**src/rtl/inv_round_stage.sv**
```systemverilog
// Decryption round back end: InvShiftRows, AddRoundKey, then InvMixColumns
// (skipped on the final round), in two valid/ready register stages.
module inv_round_stage (
    input  logic         clk,
    input  logic         rst,
    input  logic [0:127] in_state,
    input  logic [0:127] in_key,
    input  logic         in_last,
    input  logic         in_valid,
    output logic         in_ready,
    output logic [0:127] out_state,
    output logic         out_valid,
    input  logic         out_ready
);

    function automatic logic [7:0] xt(input logic [7:0] b);
        return {b[6:0], 1'b0} ^ (b[7] ? 8'h1b : 8'h00);
    endfunction

    function automatic logic [0:31] imc_col(input logic [0:31] col);
        logic [7:0] a [4];
        logic [7:0] m9 [4];
        logic [7:0] mb [4];
        logic [7:0] md [4];
        logic [7:0] me [4];
        logic [7:0] x2, x4, x8;
        for (int i = 0; i < 4; i++) begin
            a[i]  = col[8*i +: 8];
            x2    = xt(a[i]);
            x4    = xt(x2);
            x8    = xt(x4);
            m9[i] = x8 ^ a[i];
            mb[i] = x8 ^ x2 ^ a[i];
            md[i] = x8 ^ x4 ^ a[i];
            me[i] = x8 ^ x4 ^ x2;
        end
        return {me[0] ^ mb[1] ^ md[2] ^ m9[3],
                m9[0] ^ me[1] ^ mb[2] ^ md[3],
                md[0] ^ m9[1] ^ me[2] ^ mb[3],
                mb[0] ^ md[1] ^ m9[2] ^ me[3]};
    endfunction

    logic [0:127] sr;
    logic [0:127] x;
    logic [0:127] x1;
    logic [0:127] y;
    logic         last1;
    logic         v1;
    logic         v2;
    logic         adv1;
    logic         adv2;

    assign adv2      = !v2 || out_ready;
    assign adv1      = !v1 || adv2;
    assign in_ready  = adv1;
    assign out_valid = v2;

    // Row r of the output takes column (c - r) mod 4 of the input.
    always_comb begin
        sr = '0;
        for (int c = 0; c < 4; c++) begin
            for (int r = 0; r < 4; r++) begin
                sr[8*(4*c+r) +: 8] = in_state[8*(4*((c+4-r)%4)+r) +: 8];
            end
        end
    end

    assign x = sr ^ in_key;

    always_comb begin
        y = '0;
        for (int c = 0; c < 4; c++) begin
            y[32*c +: 32] = last1 ? x1[32*c +: 32]
                                  : imc_col(x1[32*c +: 32]);
        end
    end

    always_ff @(posedge clk or posedge rst) begin
        if (rst) begin
            v1    <= 1'b0;
            x1    <= '0;
            last1 <= 1'b0;
        end else if (adv1) begin
            v1 <= in_valid;
            if (in_valid) begin
                x1    <= x;
                last1 <= in_last;
            end
        end
    end

    always_ff @(posedge clk or posedge rst) begin
        if (rst) begin
            v2        <= 1'b0;
            out_state <= '0;
        end else if (adv2) begin
            v2 <= v1;
            if (v1) begin
                out_state <= y;
            end
        end
    end

endmodule

```
**config.mk**
```make
export PLATFORM = sky130hd
export DESIGN_NAME = inv_round_stage
export DESIGN_NICKNAME = d
export VERILOG_FILES = /design/src/rtl/inv_round_stage.sv
export SDC_FILE = /design/constraint.sdc
export NUM_CORES = 1
export LEC_CHECK = 0
export BUFFER_PORTS_ARGS = -buffer_cell sky130_fd_sc_hd__buf_2
export CAP_MARGIN = 0
export CELL_PAD_IN_SITES_DETAIL_PLACEMENT = 0
export CELL_PAD_IN_SITES_GLOBAL_PLACEMENT = 1
export CORE_MARGIN = 2
export CORE_UTILIZATION = 25
export DETAILED_ROUTE_END_ITERATION = 8
export PLACE_DENSITY = 0.55
export SETUP_SLACK_MARGIN = 0.3
export SLEW_MARGIN = 10
export SYNTH_ARGS = -nofsm -noshare
export SYNTH_HDL_FRONTEND = slang
export SYNTH_SLANG_ARGS = --single-unit
```
**constraint.sdc**
```tcl
create_clock -name clk -period 10.2 [get_ports clk]
set_input_delay 0.51 -clock clk [delete_from_list [all_inputs] [get_ports clk]]
set_output_delay 0.51 -clock clk [all_outputs]
set_load 0.05 [all_outputs]
```
Word level (Yosys, flattened, before mapping)
Index checks and enable logic that the tools add are counted.
Word-level totals
  output and inout port bits: 130
  bits in registers: 259
  bits of input ports: 261
Cells by class
  bitwise gates (word level): 193
  reduce and logical (&&, ||, !) cells: 6
  muxes and demuxes: 52
Operator list (count)
  8-bit bitwise XOR: 144
  8-bit by 5-bit bitwise XOR with 8-bit output: 48
  5-bit 2-to-1 mux: 48
  32-bit 2-to-1 mux: 4
  128-bit bitwise XOR: 1
  2-bit AND reduction: 2
  1-bit logical NOT: 2
  1-bit logical OR: 2

Logic depth before layout (Yosys ltp)
  depth after elaboration: 12
  gate-level depth with buffers: 7

Least setup slack after synthesis
Ideal clock, no wire load.
  path type: register to register
  from: reg v2 (netlist: out_valid)
  to: reg x1[126] (netlist name)
  stages on the path, launching flop included: 7
  data arrival time: 2.417 ns
  required time: 10.064 ns
  setup slack: 7.647 ns
  period minus slack after synthesis: 2.553 ns
  path through: dfrtp_1 nand3b_1 nand2_1 clkbuf_1 clkbuf_1 clkbuf_1 o21ai_0
On the way
  longest elaborated chain between the ends: 4
Ends and longest elaborated chain
  from (decl): line 49  | logic v2;
  from (signal assigned): line 97  | v2 <= v1;
  1-bit logical NOT: line 53  | assign adv2 = !v2 || out_ready;
  1-bit logical OR: line 53
  1-bit logical OR: line 54  | assign adv1 = !v1 || adv2;
  via in_ready: line 10  | output logic in_ready,
  2-bit AND reduction (no source line)
  to (signal assigned): line 81  | x1 <= '0;
  to (signal assigned): line 86  | x1 <= x;
  to (decl): line 45  | logic [0:127] x1;
The timed path passes the listed nets, and every way through them passes these cells.
A chain may end at the register's enable or synchronous reset.

Final worst setup path
  from: reg v2 (netlist: out_valid)
  to: reg out_state[114] (netlist name)
On the way
  longest elaborated chain between the ends: 3
Ends and longest elaborated chain
  1-bit logical NOT: line 53
  1-bit logical OR: line 53
  2-bit AND reduction (no source line)
  to (signal assigned): line 99  | out_state <= y;
  to (decl): line 11  | output logic [0:127] out_state,
No other way between the ends.

==> impl_metrics.json <==
{
  "fin_setup_tns_ns": 0,
  "synth_top_area_share": 0.3152,
  "hpwlAfterDp_um": 49850,
  "drt_iter0_drc": 598,
  "design_area_um2": 24280,
  "wl_per_cell_um": 19.82,
  "htree_levels": 2,
  "slowest_stage": "buf_4",
  "grt_max_degree": 97,
  "synth_xor_area_frac": 0.4730,
  "cp-endpoint": "out_state[114]",
  "synth_top_area_cell": "dfrtp_1",
  "post-route-period-util": 0.2790,
  "synth.net_count": 2261,
  "crit_path_start_kind": "flip-flop",
  "clk_pin_slew_ns": 0.06,
  "firstDrtPassIters": 5,
  "core_area_um2": 81720,
  "cts_max_path_buffers": 3,
  "cts_resized": 0,
  "die_w_um": 290.8,
  "cp_data_required_time_ns": 10.68,
  "ant_nets": 0,
  "fin_cells": 3340,
  "yosys_warnings": 0,
  "crit_fanout": 83,
  "critical_path_class": "flip-flop to flip-flop",
  "rrSetupSlack_ns": 7.35,
  "power_leakage_nw": 10.73,
  "ff2ff_path_depth": 7,
  "fillCellCount": 8617,
  "p_int_mw": 5.113,
  "worstPathArrival_ns": 3.32,
  "grtUsageTotal": 0.1556,
  "viasPerCell": 4.309,
  "synth-compound-area-share": 0.1016,
  "final-hold-violation-count": 0,
  "max_freq_mhz": 351.4,
  "synth_area_leaders": "dfrtp_1 (32%), xnor2_1 (25%), xnor3_1 (13%)",
  "post-cts-setup-buffer-count": 0,
  "end_kind": "flip-flop",
  "crit_chain": "nand2b_1, nand2_4, buf_4, buf_4, a21oi_1, o21ai_0, o21a_1",
  "ios": 391,
  "p_total_mw": 9.559,
  "antenna_found_initial": 1,
  "status": "finished, final reports clean",
  "io_buffers": 390,
  "finClkSkew_ns": 0.01708,
  "dieArea_um2": 84560,
  "synth_seq_area_share": 0.3152,
  "worst_skew_pair.late_latency_ns": 0.54,
  "cp_top_family": "buffers and inverters",
  "pwr-share-seq": 0.195,
  "avgSynthCellArea_um2": 10.28,
  "crit_top_cell": "buf_4",
  "place_congestion": 0.8400,
  "overflow": 0,
  "rr_endpoint": "out_state[114]",
  "ys_types": 30,
  "hold_buffers": 0,
  "min_path_type": "primary input to asynchronous set/reset pin",
  "relSlewSlack": 0.3017,
  "maxSlewViolCount": 0,
  "cp_num_cells": 7,
  "finalCriticalPeriod_ns": 2.846,
  "synthMuxAreaShare": 0.02440,
  "grt_pass1_wl_um": 99690,
  "drt-total-wl_um": 66200,
  "yosys.area_share.simple": 0.04545,
  "combPwrFrac": 0.676,
  "rows": 105,
  "cts_tree": "done",
  "dp.cells": 3277,
  "syn_area_um2": 20560,
  "numCtsBuffers": 35,
  "dieHeight_um": 290.8,
  "start_util": 0.2516,
  "startpoint": "out_valid",
  "tightestPinTransition_ns": 1.047,
  "synthAdderAreaFrac": 0,
  "p_switching_mw": 4.445,
  "place_ws_ns": 6.965,
  "layout-drive-gt1-share": 0.2129,
  "vias": 14390,
  "grt_pass1_vias": 15330,
  "dpl-instance-area_um2": 23140,
  "slowest_delay_ns": 0.79,
  "final_nets": 2505,
  "setup_violations": 0,
  "cp_num_buf_inv": 2,
  "swShare": 0.4651,
  "rsz0062_at_grt": "no",
  "synth_top_family_by_area": "XOR/XNOR gates",
  "p_clk_frac": 0.129,
  "postSynthCellCount": 2000,
  "timing.final.ws_setup_ns": 7.354,
  "ir_worst_vdd_uv": 127.0,
  "clock_sinks": 259,
  "rr_startpoint": "out_valid",
  "drv_cap": 0,
  "powerDensity_nw_per_um2": 393.6,
  "drc": 0,
  "cts-root-buf": "clkbuf_16",
  "synth_seq_cells": 259,
  "area_growth_pct": 18.10
}
[cell usage after synthesis]
library cell and number:
xnor2_1 578, dfrtp_1 259, o21ai_0 214, nand2_1 201, xor2_1 128, clkbuf_1 126
xnor3_1 119, a21oi_1 80, buf_2 56, o21a_1 54, mux2i_1 49, o21ai_1 34
nor2_1 28, xor3_1 23, xnor2_2 15, buf_1 6, nand2b_1 6, buf_4 5
and2_1 4, inv_1 3, o31a_1 3, clkbuf_2 1, mux2_2 1, nand3_1 1
nand3b_1 1, o211ai_1 1, o311ai_1 1, xnor2_4 1, xor2_2 1, xor2_4 1
[worst register-to-register path, cell delays in order, from the launching register on]
cell and delay, ns:
dfrtp_1 0.36, nand2b_1 0.12, nand2_4 0.34, buf_4 0.76
buf_4 0.80, a21oi_1 0.16, o21ai_0 0.12, o21a_1 0.14
[layout by cell type (no fill, tap or decap), types with 4 or more instances in the layout]
| cell type | count |
|---|---|
| a21oi_1 | 80 |
| buf_2 | 390 |
| buf_4 | 11 |
| clkbuf_1 | 4 |
| clkbuf_16 | 37 |
| clkbuf_8 | 8 |
| clkinv_2 | 6 |
| clkinvlp_4 | 4 |
| dfrtp_1 | 258 |
| mux2i_1 | 49 |
| nand2_1 | 199 |
| nand2b_1 | 6 |
| nor2_1 | 28 |
| o21a_1 | 54 |
| o21ai_0 | 214 |
| o21ai_1 | 34 |
| xnor2_1 | 578 |
| xnor2_2 | 15 |
| xnor3_1 | 119 |
| xor2_1 | 128 |
| xor3_1 | 23 |
[kinds of logic after synthesis]
group / count (synthesis)
mux: 50
flops: 259
compound gates: 387
simple gates: 241
buf+inv: 197
xor+xnor: 866
[worst min path at each step]
stage / startpoint / to / cells after the start
after CTS: rst / x1[92] / 2
after floorplan: v1 / out_valid / 1
after detailed placement: out_state[72] / out_state[72] / 2
after global placement: out_state[61] / out_state[61] / 2
after global routing: rst / x1[92] / 2
final: rst / x1[92] / 2
[power groups by stage]
stage	clock (mW)	sequential (mW)	combinational, mW
2_1_floorplan	0	2.39	4.46
3_3_place_gp	0	1.90	6.52
3_5_place_dp	0	1.90	6.51
4_1_cts	1.28	1.88	6.54
5_1_grt	1.31	1.92	6.94
6_report	1.23	1.86	6.47
[flip-flops by register name, indices dropped and copies added (netlist names)]
register	flops
x1	128
out_valid	1
last1	1
v1	1
out_state	128
[per-layer routing]
layer  track usage  share of wire  vias up
met5             0              0        -
met4       0.04929          0.029        0
met3       0.02409          0.043       86
met2        0.2700           0.49      303
met1        0.1977           0.43     7021
li1              -              -     6983
[metrics by stage]
step	utilization	hold slack [ns]
6_report	0.2972	0.02803
5_1_grt	0.2972	0.05246
2_1_floorplan	-	0.4711
3_3_place_gp	0.2832	0.4617
3_5_place_dp	0.2832	0.4648
4_1_cts	0.2972	0.01542
[cell type report]
class	count	area [um2]	area share
antenna	1	2.502	0.0001030
clock buffer	49	1051	0.04328
clock inverter	13	86.33	0.003555
inverter	3	18.77	0.0007728
multi-input combinational	1544	13270	0.5463
sequential	259	6485	0.2670
tap	1070	1339	0.05513
timing repair buffer	401	2034	0.08378
No activity file was read; power rests on OpenSTA's default activity.
